## src/rtl/mem_arbiter.sv

```systemverilog
// Single-port main-memory arbiter for icache refills and dcache refills/writebacks.
// One line transfer at a time; dcache has priority but alternates with icache so fetch cannot starve.
module mem_arbiter #(
   parameter int ADDR_W = 32,
   parameter int LINE_W = 128
) (
   input  logic              clk,
   input  logic              reset,
   input  logic              ic_read_req,
   input  logic [ADDR_W-1:0] ic_read_addr,
   output logic [LINE_W-1:0] ic_read_data,
   output logic              ic_read_ack,
   input  logic              dc_read_req,
   input  logic [ADDR_W-1:0] dc_read_addr,
   output logic [LINE_W-1:0] dc_read_data,
   output logic              dc_read_ack,
   input  logic              dc_write_req,
   input  logic [ADDR_W-1:0] dc_write_addr,
   input  logic [LINE_W-1:0] dc_write_data,
   output logic              dc_write_ack,
   output logic              mem_req,
   output logic              mem_we,
   output logic [ADDR_W-1:0] mem_addr,
   output logic [LINE_W-1:0] mem_wdata,
   input  logic [LINE_W-1:0] mem_rdata,
   input  logic              mem_ack
);

   typedef enum logic [1:0] {S_IDLE, S_BUSY, S_RESP} state_e;
   typedef enum logic [1:0] {G_IC, G_DRD, G_DWR} grant_e;

   state_e              state_q, state_d;
   grant_e              grant_q, grant_d;
   logic                last_dc_q, last_dc_d;
   logic                mem_req_q, mem_req_d;
   logic                mem_we_q, mem_we_d;
   logic [ADDR_W-1:0]   mem_addr_q, mem_addr_d;
   logic [LINE_W-1:0]   mem_wdata_q, mem_wdata_d;
   logic [LINE_W-1:0]   ic_data_q, ic_data_d;
   logic [LINE_W-1:0]   dc_data_q, dc_data_d;
   logic                ic_ack_q, ic_ack_d;
   logic                dc_rd_ack_q, dc_rd_ack_d;
   logic                dc_wr_ack_q, dc_wr_ack_d;

   logic dc_any;
   logic ic_wins;

   assign dc_any  = dc_write_req | dc_read_req;
   // Icache takes its turn right after a dcache grant, or whenever dcache is silent.
   assign ic_wins = ic_read_req & (last_dc_q | ~dc_any);

   // NOTE: every signal gets its default before the case so no path can infer a latch.
   always_comb begin
      state_d     = state_q;
      grant_d     = grant_q;
      last_dc_d   = last_dc_q;
      mem_req_d   = mem_req_q;
      mem_we_d    = mem_we_q;
      mem_addr_d  = mem_addr_q;
      mem_wdata_d = mem_wdata_q;
      ic_data_d   = ic_data_q;
      dc_data_d   = dc_data_q;
      ic_ack_d    = 1'b0;
      dc_rd_ack_d = 1'b0;
      dc_wr_ack_d = 1'b0;

      unique case (state_q)
         S_IDLE: begin
            if (ic_wins) begin
               grant_d    = G_IC;
               last_dc_d  = 1'b0;
               mem_we_d   = 1'b0;
               mem_addr_d = ic_read_addr;
               mem_req_d  = 1'b1;
               state_d    = S_BUSY;
            end else if (dc_write_req) begin
               grant_d     = G_DWR;
               last_dc_d   = 1'b1;
               mem_we_d    = 1'b1;
               mem_addr_d  = dc_write_addr;
               mem_wdata_d = dc_write_data;
               mem_req_d   = 1'b1;
               state_d     = S_BUSY;
            end else if (dc_read_req) begin
               grant_d    = G_DRD;
               last_dc_d  = 1'b1;
               mem_we_d   = 1'b0;
               mem_addr_d = dc_read_addr;
               mem_req_d  = 1'b1;
               state_d    = S_BUSY;
            end
         end
         S_BUSY: begin
            if (mem_ack) begin
               mem_req_d = 1'b0;
               state_d   = S_RESP;
               unique case (grant_q)
                  G_IC: begin
                     ic_data_d = mem_rdata;
                     ic_ack_d  = 1'b1;
                  end
                  G_DRD: begin
                     dc_data_d   = mem_rdata;
                     dc_rd_ack_d = 1'b1;
                  end
                  default: dc_wr_ack_d = 1'b1;
               endcase
            end
         end
         S_RESP:  state_d = S_IDLE;
         default: state_d = S_IDLE;
      endcase
   end

   // NOTE: sequential state is updated only with non-blocking assignments so all registers see pre-edge values.
   always_ff @(posedge clk) begin
      if (reset) begin
         state_q     <= S_IDLE;
         grant_q     <= G_IC;
         last_dc_q   <= 1'b0;
         mem_req_q   <= 1'b0;
         mem_we_q    <= 1'b0;
         mem_addr_q  <= '0;
         mem_wdata_q <= '0;
         ic_data_q   <= '0;
         dc_data_q   <= '0;
         ic_ack_q    <= 1'b0;
         dc_rd_ack_q <= 1'b0;
         dc_wr_ack_q <= 1'b0;
      end else begin
         state_q     <= state_d;
         grant_q     <= grant_d;
         last_dc_q   <= last_dc_d;
         mem_req_q   <= mem_req_d;
         mem_we_q    <= mem_we_d;
         mem_addr_q  <= mem_addr_d;
         mem_wdata_q <= mem_wdata_d;
         ic_data_q   <= ic_data_d;
         dc_data_q   <= dc_data_d;
         ic_ack_q    <= ic_ack_d;
         dc_rd_ack_q <= dc_rd_ack_d;
         dc_wr_ack_q <= dc_wr_ack_d;
      end
   end

   assign mem_req      = mem_req_q;
   assign mem_we       = mem_we_q;
   assign mem_addr     = mem_addr_q;
   assign mem_wdata    = mem_wdata_q;
   assign ic_read_data = ic_data_q;
   assign dc_read_data = dc_data_q;
   assign ic_read_ack  = ic_ack_q;
   assign dc_read_ack  = dc_rd_ack_q;
   assign dc_write_ack = dc_wr_ack_q;

endmodule
```

## config.mk

```make
export PLATFORM = sky130hd
export DESIGN_NAME = mem_arbiter
export DESIGN_NICKNAME = d
export VERILOG_FILES = /design/src/rtl/mem_arbiter.sv
export SDC_FILE = /design/constraint.sdc
export NUM_CORES = 1
export LEC_CHECK = 0
export CAP_MARGIN = 10
export CORE_AREA = 2 2 304 306
export CTS_CLUSTER_DIAMETER = 100
export CTS_CLUSTER_SIZE = 12
export DETAILED_ROUTE_END_ITERATION = 7
export DIE_AREA = 0 0 306 308
export GPL_TIMING_DRIVEN = 0
export SYNTH_ARGS = -nofsm -noshare
export SYNTH_HDL_FRONTEND = slang
export SYNTH_SLANG_ARGS = --single-unit
```

## constraint.sdc

```tcl
create_clock -name clk -period 3.4 [get_ports clk]
set_input_delay 0.68 -clock clk [delete_from_list [all_inputs] [get_ports clk]]
set_output_delay 0.68 -clock clk [all_outputs]
set_load 0.02 [all_outputs]
```

## Word-level counts from Yosys, hierarchy flattened

Index checks and enable logic that the tools add are counted.

- Reduce and logical (&&, ||, !) cells: 12
- Multiplexer cells: 22
- Bitwise logic cells: 7
- Equality and inequality tests: 4

Operators by type and width:

| kind | number |
|---|---|
| 2-to-1 mux 32 bit | 3 |
| 2-to-1 mux 2 bit | 6 |
| AND reduction 3 bit | 4 |
| 2-to-1 mux 1 bit | 11 |
| equality test 2 x 1 -> 1 bit (second input constant) | 2 |
| logical NOT 2 bit | 2 |
| inequality test 4 bit (second input constant) | 1 |
| NOT 1 bit | 4 |
| one-hot mux 2 bit (2 select lines) | 1 |
| AND reduction 2 bit | 2 |
| nonzero test 3 bit | 1 |
| OR reduction 3 bit | 1 |
| inequality test 2 bit (second input constant) | 1 |
| OR 1 bit | 2 |
| one-hot mux 1 bit (2 select lines) | 1 |
| nonzero test 2 bit | 1 |
| OR reduction 2 bit | 1 |
| AND 1 bit | 1 |

- Flip-flop bits (word level): 426

## Longest topological paths before layout

Gate-level depths: netlist (run 1).

- Word-level depth: 6
- Gate-level depth with buffers: 6

## Least setup slack after synthesis (run 1)

OpenSTA, ideal clock, no wires.

- Path type: in2reg
- From: input port dc_write_req
- To: register mem_addr_q[24] (netlist: mem_addr[24])
- Path buffers: 2
- Arrival: 1.734 ns
- Path slack: 1.549 ns
- Stages: 5
- Path through: o21ba_2 > clkbuf_1 > clkbuf_1 > or3_1 > a32o_1

- Cells in the longest elaborated chain, start to end: 6
- Elaborated cells on any way between the ends: 8
- Classes of those cells: mux: 2; bitwise: 4; reduce/logical: 2

RTL lines:

| item | RTL line | RTL |
|---|---|---|
| start: declaration | 17 | `input logic dc_write_req,` |
| OR 1 bit | 48 | `assign dc_any = dc_write_req \| dc_read_req;` |
| NOT 1 bit | 50 | `assign ic_wins = ic_read_req & (last_dc_q \| ~dc_any);` |
| OR 1 bit | 50 |  |
| AND 1 bit | 50 |  |
| nonzero test 3 bit (no line) | - |  |
| AND reduction 2 bit (no line) | - |  |
| end signal: assignment | 136 | `mem_addr_q <= mem_addr_d;` |
| end: declaration | 37 | `logic [ADDR_W-1:0] mem_addr_q, mem_addr_d;` |

Parallel ways exist; a longest one is shown, timed or not.
A chain may end at the register's enable or synchronous reset.

==> metrics.txt, run 1 <==
outcome finished, final reports clean; CTS max path bufs 3; I/O pin count 779; detailed placer's ending HPWL 63800 um; Setup Fix Bufs, Post-CTS 0; Slew Limit Headroom roughly 27%; count leader, synth dfxtp_1; maximum vdd drop approximately 0.37 mV; vias in the first global route 16400; full die area approximately 0.094 sq mm; placed cell area 0.0257 sq mm; cts hold-fix bufs 0; Top cell by count, worst path clkbuf_1; Area Growth Syn to Fin 63.1%; initial antenna violation count 7; Mapped Area about 0.016 sq mm; worst-path maximum fanout 10; RR Startpoint state_q[0]; crit start category primary input; routed vias/inst between 4 and 5; top post-synthesis cells by count 425 x dfxtp_1, 387 x nand2_1, 288 x mux2i_1; Static Leak ~10 nW; family with the most delay on the worst path buffers and inverters; Design Power around 0.012 W; Clock Skew between 15 and 20 ps; Post-Synthesis Cells between 1500 and 2000; Fillers ~9700; asr flop ratio synth 0%; worst hold-check path type reg2reg; max incr delay on CP approximately 750 ps; post-CTS sizing 0; Syn Nets about 2100; CTS Root Buffer Type clkbuf_16; final period utilization around 88%; Reg clk slew, reported paths around 60 ps; num rows around 110; H-tree levels 2; setup ws final around 420 ps; hold slack 455 ps; max-cap violations 0; All-Layer GR Usage 16.0%; Initial Utilization 18.0%; post-route ant nets 0; Die Height about 310 um; post-place setup slack -367 ps; wire per inst 21.0 um; fmax ~0.34 GHz; global route total overflow 0; share of cells above drive strength 1 3.96%; Final Instance Area roughly 0.027 sq mm; final number of setup-violating endpoints 0; Setup crit start reset; DIE WIDTH ~310 um; critical path cell sequence clkdlybuf4s50_1 -> inv_2 -> clkbuf_1 -> clkbuf_1 -> nand2_1 -> mux2i_1; depth of the most critical reg-to-reg path 5; Core ar. around 0.091 sq mm; total CTS buffers 41; Arr. time, crit path 3460 ps; Yosys cell types 29; # DRC 0; fin nets around 3000; kind of critical path in2reg; EDFF count, synth 0; post-synthesis sequential area ratio 51.8%; CP Data Required Time about 3900 ps; Slowest-stage cell, CP clkbuf_1; Yosys top cell area share between 50% and 60%; WP depth 6; final WL ~80000 um; pwr dens ~450 mW/mm^2; largest net degree at the start of global routing 13; RSZ-0062 raised after global routing no; fin. max-slew vios 0; DRT iter0 DRCs 846; FF-to-FF End mem_wdata[104]; Yosys top cell by area dfxtp_1; Warnings, synthesis 0; worst slew pin tran roughly 1100 ps; Period minus WS final 2980 ps; Reg2Reg Setup Slack between 900 and 1000 ps; Synth Flop Type dfxtp_1; top post-synthesis cells by area dfxtp_1 52%, mux2i_1 18%, nand2_1 8.8%; first-pass GRT wire length 112000 um; Worst-Skew Late Latency 570 ps; TritonCTS Sinks 425; critical path endpoint ic_read_data[123]; #FFs+latches synth 425; via count around 16000; CP Capture Type flip-flop; drt pass-1 iters 5; Final Hold Viols 0; setup TNS 0 ps; CP Buf/Inv Count 4; CTS tree built; Syn Area/Cell a little over 9 sq um; port buffer count approximately 780; GPL Wtd Cong around 0.91
## logic make-up (layout without fill, tap and decap cells)
| logic type | Yosys count | count (layout) | synth area share, % |
|---|---|---|---|
| buffers and inverters | 170 | 995 | 4.81 |
| DFF | 425 | 425 | 51.8 |
| and+or+nand+nor | 561 | 561 | 14.5 |
| other | 0 | 2 | 0 |
| muxes | 288 | 288 | 17.6 |
| AOI/OAI and AO/OA | 333 | 333 | 11.3 |
## placed cells by master (no fill, tap or decap), types with 4 or more instances in the layout
cell	Yosys	routed
dfxtp_1	425	425
clkdlybuf4s50_1	0	778
a21oi_1	132	132
clkbuf_16	0	41
a32o_1	32	32
o21ai_0	160	160
or3_1	34	34
nand3_1	128	128
nand2_1	387	387
buf_2	34	34
nor2_1	4	4
clkbuf_1	115	115
mux2i_1	288	288
buf_6	13	13
## how the worst min path moves through the flow
stage,from,to,slack [ps],depth (start not counted)
3_5_place_dp,ic_read_data[75],ic_read_data[75],450,2
6_report,ic_read_data[74],ic_read_data[74],460,2
2_1_floorplan,grant_q[0],grant_q[0],470,2
4_1_cts,ic_read_data[71],ic_read_data[71],460,2
3_3_place_gp,ic_read_data[110],ic_read_data[110],440,2
5_1_grt,ic_read_data[28],ic_read_data[28],470,2
## registers in the layout, indices dropped and copies added, names as in the netlist
register,count
mem_addr,32
dc_read_ack,1
grant_q,1
ic_read_ack,1
state_q,2
ic_read_data,128
mem_we,1
dc_read_data,128
dc_write_ack,1
mem_wdata,128
last_dc_q,1
mem_req,1
## where the power goes
part	switching (W)	internal [W]
combinational	0.00129	0.00108
sequential	0.000151	0.00523
clock	0.00202	0.00215
## per-stage QoR
step	instances	util, %
global route	3790	29.4
floorplan	1777	-
global placement	3741	28.2
CTS	3788	29.4
detailed placement	3741	28.2
finish	3790	29.4
## worst reg2reg max path: cells and delay by family, from the launching register on
kind,cells,cell delay [ps]
compound gates,2,840
buf+inv,2,1030
flops,1,380
simple gates,1,170
## layout make-up
| type | count | area, sq um | area share, % |
|---|---|---|---|
| plain buffers | 166 | 776 | 2.90 |
| multi-input cells | 1182 | 7120 | 26.6 |
| inverters | 4 | 15.0 | 0.0561 |
| diodes | 2 | 5.00 | 0.0187 |
| flip-flops and latches | 425 | 8510 | 31.8 |
| well taps | 1186 | 1480 | 5.54 |
| repair buffers | 778 | 7790 | 29.1 |
| clock inverters | 5 | 51.3 | 0.192 |
| clock buffers | 42 | 1030 | 3.85 |
## per-layer routing
| metal | share of wire [%] | track usage, % | routed length (um) | vias up |
|---|---|---|---|---|
| li1 | - | - | - | 7743 |
| met1 | 39 | 18.1 | 31200 | 7682 |
| met2 | 47 | 27.3 | 37600 | 686 |
| met3 | 9.0 | 5.39 | 7170 | 128 |
| met4 | 4.5 | 7.24 | 3560 | 4 |
| met5 | 0.034 | 0 | 27 | - |
No activity file was read; power rests on OpenSTA's default activity.
==> inputs of run 2 (changes only) <==
--- a/config.mk
+++ b/config.mk
@@ -12,6 +12,7 @@
 export DETAILED_ROUTE_END_ITERATION = 7
 export DIE_AREA = 0 0 306 308
 export GPL_TIMING_DRIVEN = 0
+export MAX_ROUTING_LAYER = met4
 export SYNTH_ARGS = -nofsm -noshare
 export SYNTH_HDL_FRONTEND = slang
 export SYNTH_SLANG_ARGS = --single-unit
==> run 2 against run 1 <==
  * Clock skew is 2.7 ps higher
  * Worst hold slack hardly changed
  * Maximum frequency is 2.4% lower
  * Total power is 0.62% higher
  * Core utilization hardly changed
  * Cell count hardly changed
  * First-iteration DRC count is 7.4% lower
  * Non-clock buffer count stayed put
  * Final area is 0.11% higher
  * Critical path depth stayed put
  * Via count is 0.16% higher
  * Critical endpoint unchanged
==> metrics.txt, run 2 (synthesized netlist as in run 1, its figures left out) <==
outcome finished, final reports clean; Reg2Reg Setup Slack 980 ps (+70 ps); CTS Root Buffer Type clkbuf_16; depth of the most critical reg-to-reg path 5 (unchanged); max incr delay on CP 800 ps (+50 ps); wire per inst 20.9 um (-0.54%); post-route ant nets 0 (unchanged); FF-to-FF End mem_wdata[104]; RSZ-0062 raised after global routing no; HP Start ic_read_data[74]; Top cell by count, worst path clkbuf_1; Core ar. 0.0910 sq mm (unchanged); total CTS buffers 41 (unchanged); CTS tree built; CP Buf/Inv Count 4 (unchanged); fin. max-slew vios 0 (unchanged); Static Leak 10.2 nW (about the same); RR Startpoint state_q[0]; # DRC 0 (unchanged); worst hold-check path type reg2reg; post-CTS sizing 0 (unchanged); Initial Utilization 18.0% (unchanged); drt pass-1 iters 5 (unchanged); Period minus WS final 3050 ps (+72.2 ps); GPL Wtd Cong 0.917 (+0.33%); CP Capture Type flip-flop; Final Hold Viols 0 (unchanged); crit start category primary input; Worst-Skew Late Latency 580 ps (about the same); Arr. time, crit path 3550 ps (+90 ps); I/O pin count 779 (unchanged); share of cells above drive strength 1 3.96% (about the same); worst-path maximum fanout 10 (unchanged); fmax 0.328 GHz (-2.4%); Hold EP ic_read_data[74]; critical path cell sequence clkdlybuf4s50_1 -> inv_2 -> clkbuf_1 -> clkbuf_1 -> nand2_1 -> mux2i_1; final WL 79200 um (-0.49%); DIE WIDTH 306 um (unchanged); Setup Fix Bufs, Post-CTS 0 (unchanged); placed cell area 0.0257 sq mm (unchanged); final number of setup-violating endpoints 0 (unchanged); final period utilization 89.7% (+2.1 points); fin nets 2956 (unchanged); global route total overflow 0 (unchanged); family with the most delay on the worst path buffers and inverters; Min-Delay Path Depth 2 (unchanged); setup ws final 352 ps (-72.2 ps); cts hold-fix bufs 0 (unchanged); post-place setup slack -398 ps (-30.9 ps); CTS max path bufs 3 (unchanged); full die area 0.0942 sq mm (unchanged); Clock Skew 18.5 ps (+2.74 ps); via count 16300 (+0.16%); vias in the first global route 16400 (+0.49%); first-pass GRT wire length 112000 um (about the same); H-tree levels 2 (unchanged); Final Util 29.5% (+0.032 points); commonest cells after routing, fill and taps aside 778 x clkdlybuf4s50_1, 425 x dfxtp_1, 387 x nand2_1; largest net degree at the start of global routing 13 (unchanged); Fillers 9705 (+0.33%); Die Height 308 um (unchanged); DRT iter0 DRCs 783 (-7.4%); num rows 111 (unchanged); Reg clk slew, reported paths 60 ps (about the same); initial antenna violation count 7 (unchanged); worst slew pin tran 1140 ps (+53.4 ps); maximum vdd drop 0.258 mV (-30%); routed vias/inst 4.29 (+0.11%); CP Data Required Time 3900 ps (about the same); TritonCTS Sinks 425 (unchanged); kind of critical path in2reg; All-Layer GR Usage 16.4% (+0.41 points); most common cell after layout, fill and taps aside clkdlybuf4s50_1; Slowest-stage cell, CP clkbuf_1; pwr dens 447 mW/mm^2 (+0.51%); Slew Limit Headroom 23.7% (-3.6 points); Area Growth Syn to Fin 63.3%; hold slack 455 ps (+0.0990 ps); port buffer count 778 (unchanged); Final Instance Area 0.0268 sq mm (+0.11%); max-cap violations 0 (unchanged); detailed placer's ending HPWL 63700 um (-0.30%)
## run 2: cell count changes in the layout (fill, tap and decap cells not counted)
cell       before  now
diode_2         2    5
bufinv_16       0    1
clkbuf_1      115  114
clkinv_2        2    1
## run 2: cell type report
cell class                      count  area, sq um  share of cell area, %
Inverter                            4         15.0                 0.0560
Multi-Input combinational cell   1182         7120                   26.6
Clock inverter                      5         76.3                  0.285
Buffer                            166          776                   2.89
Tap cell                         1186         1480                   5.54
Antenna cell                        5         12.5                 0.0467
Timing Repair Buffer              778         7790                   29.1
Clock buffer                       41         1030                   3.83
Sequential cell                   425         8510                   31.7
## run 2: power by group
| group | internal (W) | total, W | switching, W |
|---|---|---|---|
| logic | 0.00108 | 0.00237 | 0.00129 |
| clock network | 0.00222 | 0.00425 | 0.00202 |
| registers | 0.00523 | 0.00538 | 0.000150 |
## run 2: through the flow
step,TNS (ps),total power [W],std cells
after floorplan,0,0.00649,1777
after global placement,-12200,0.00785,3741
after detailed placement,-11300,0.00786,3741
after CTS,0,0.0122,3787
after global routing,0,0.0125,3791
final,0,0.0120,3792
## run 2: worst max-delay path by stage
stage,start,to,slack (ps),depth (start not counted)
after floorplan,dc_write_req,mem_addr[24],1550,5
after global placement,reset,ic_read_data[123],-290,6
after detailed placement,reset,ic_read_data[123],-400,6
after CTS,reset,ic_read_data[123],240,6
after global routing,reset,ic_read_data[123],180,6
final,reset,ic_read_data[123],350,6
## run 2: routing by layer
metal	vias up	part of all wire [%]	global-route usage, %
li1	7755	-	-
met1	7711	40	18.4
met2	671	47	27.6
met3	132	8.3	4.76
met4	0	4.4	6.38
met5	-	0	-
## run 2: worst reg2reg max path: stages (launching register included)
cell and delay, ps:
dfxtp_1 380, a211oi_1 620, clkbuf_1 660, buf_2 350, nand3_1 180, a21oi_1 160
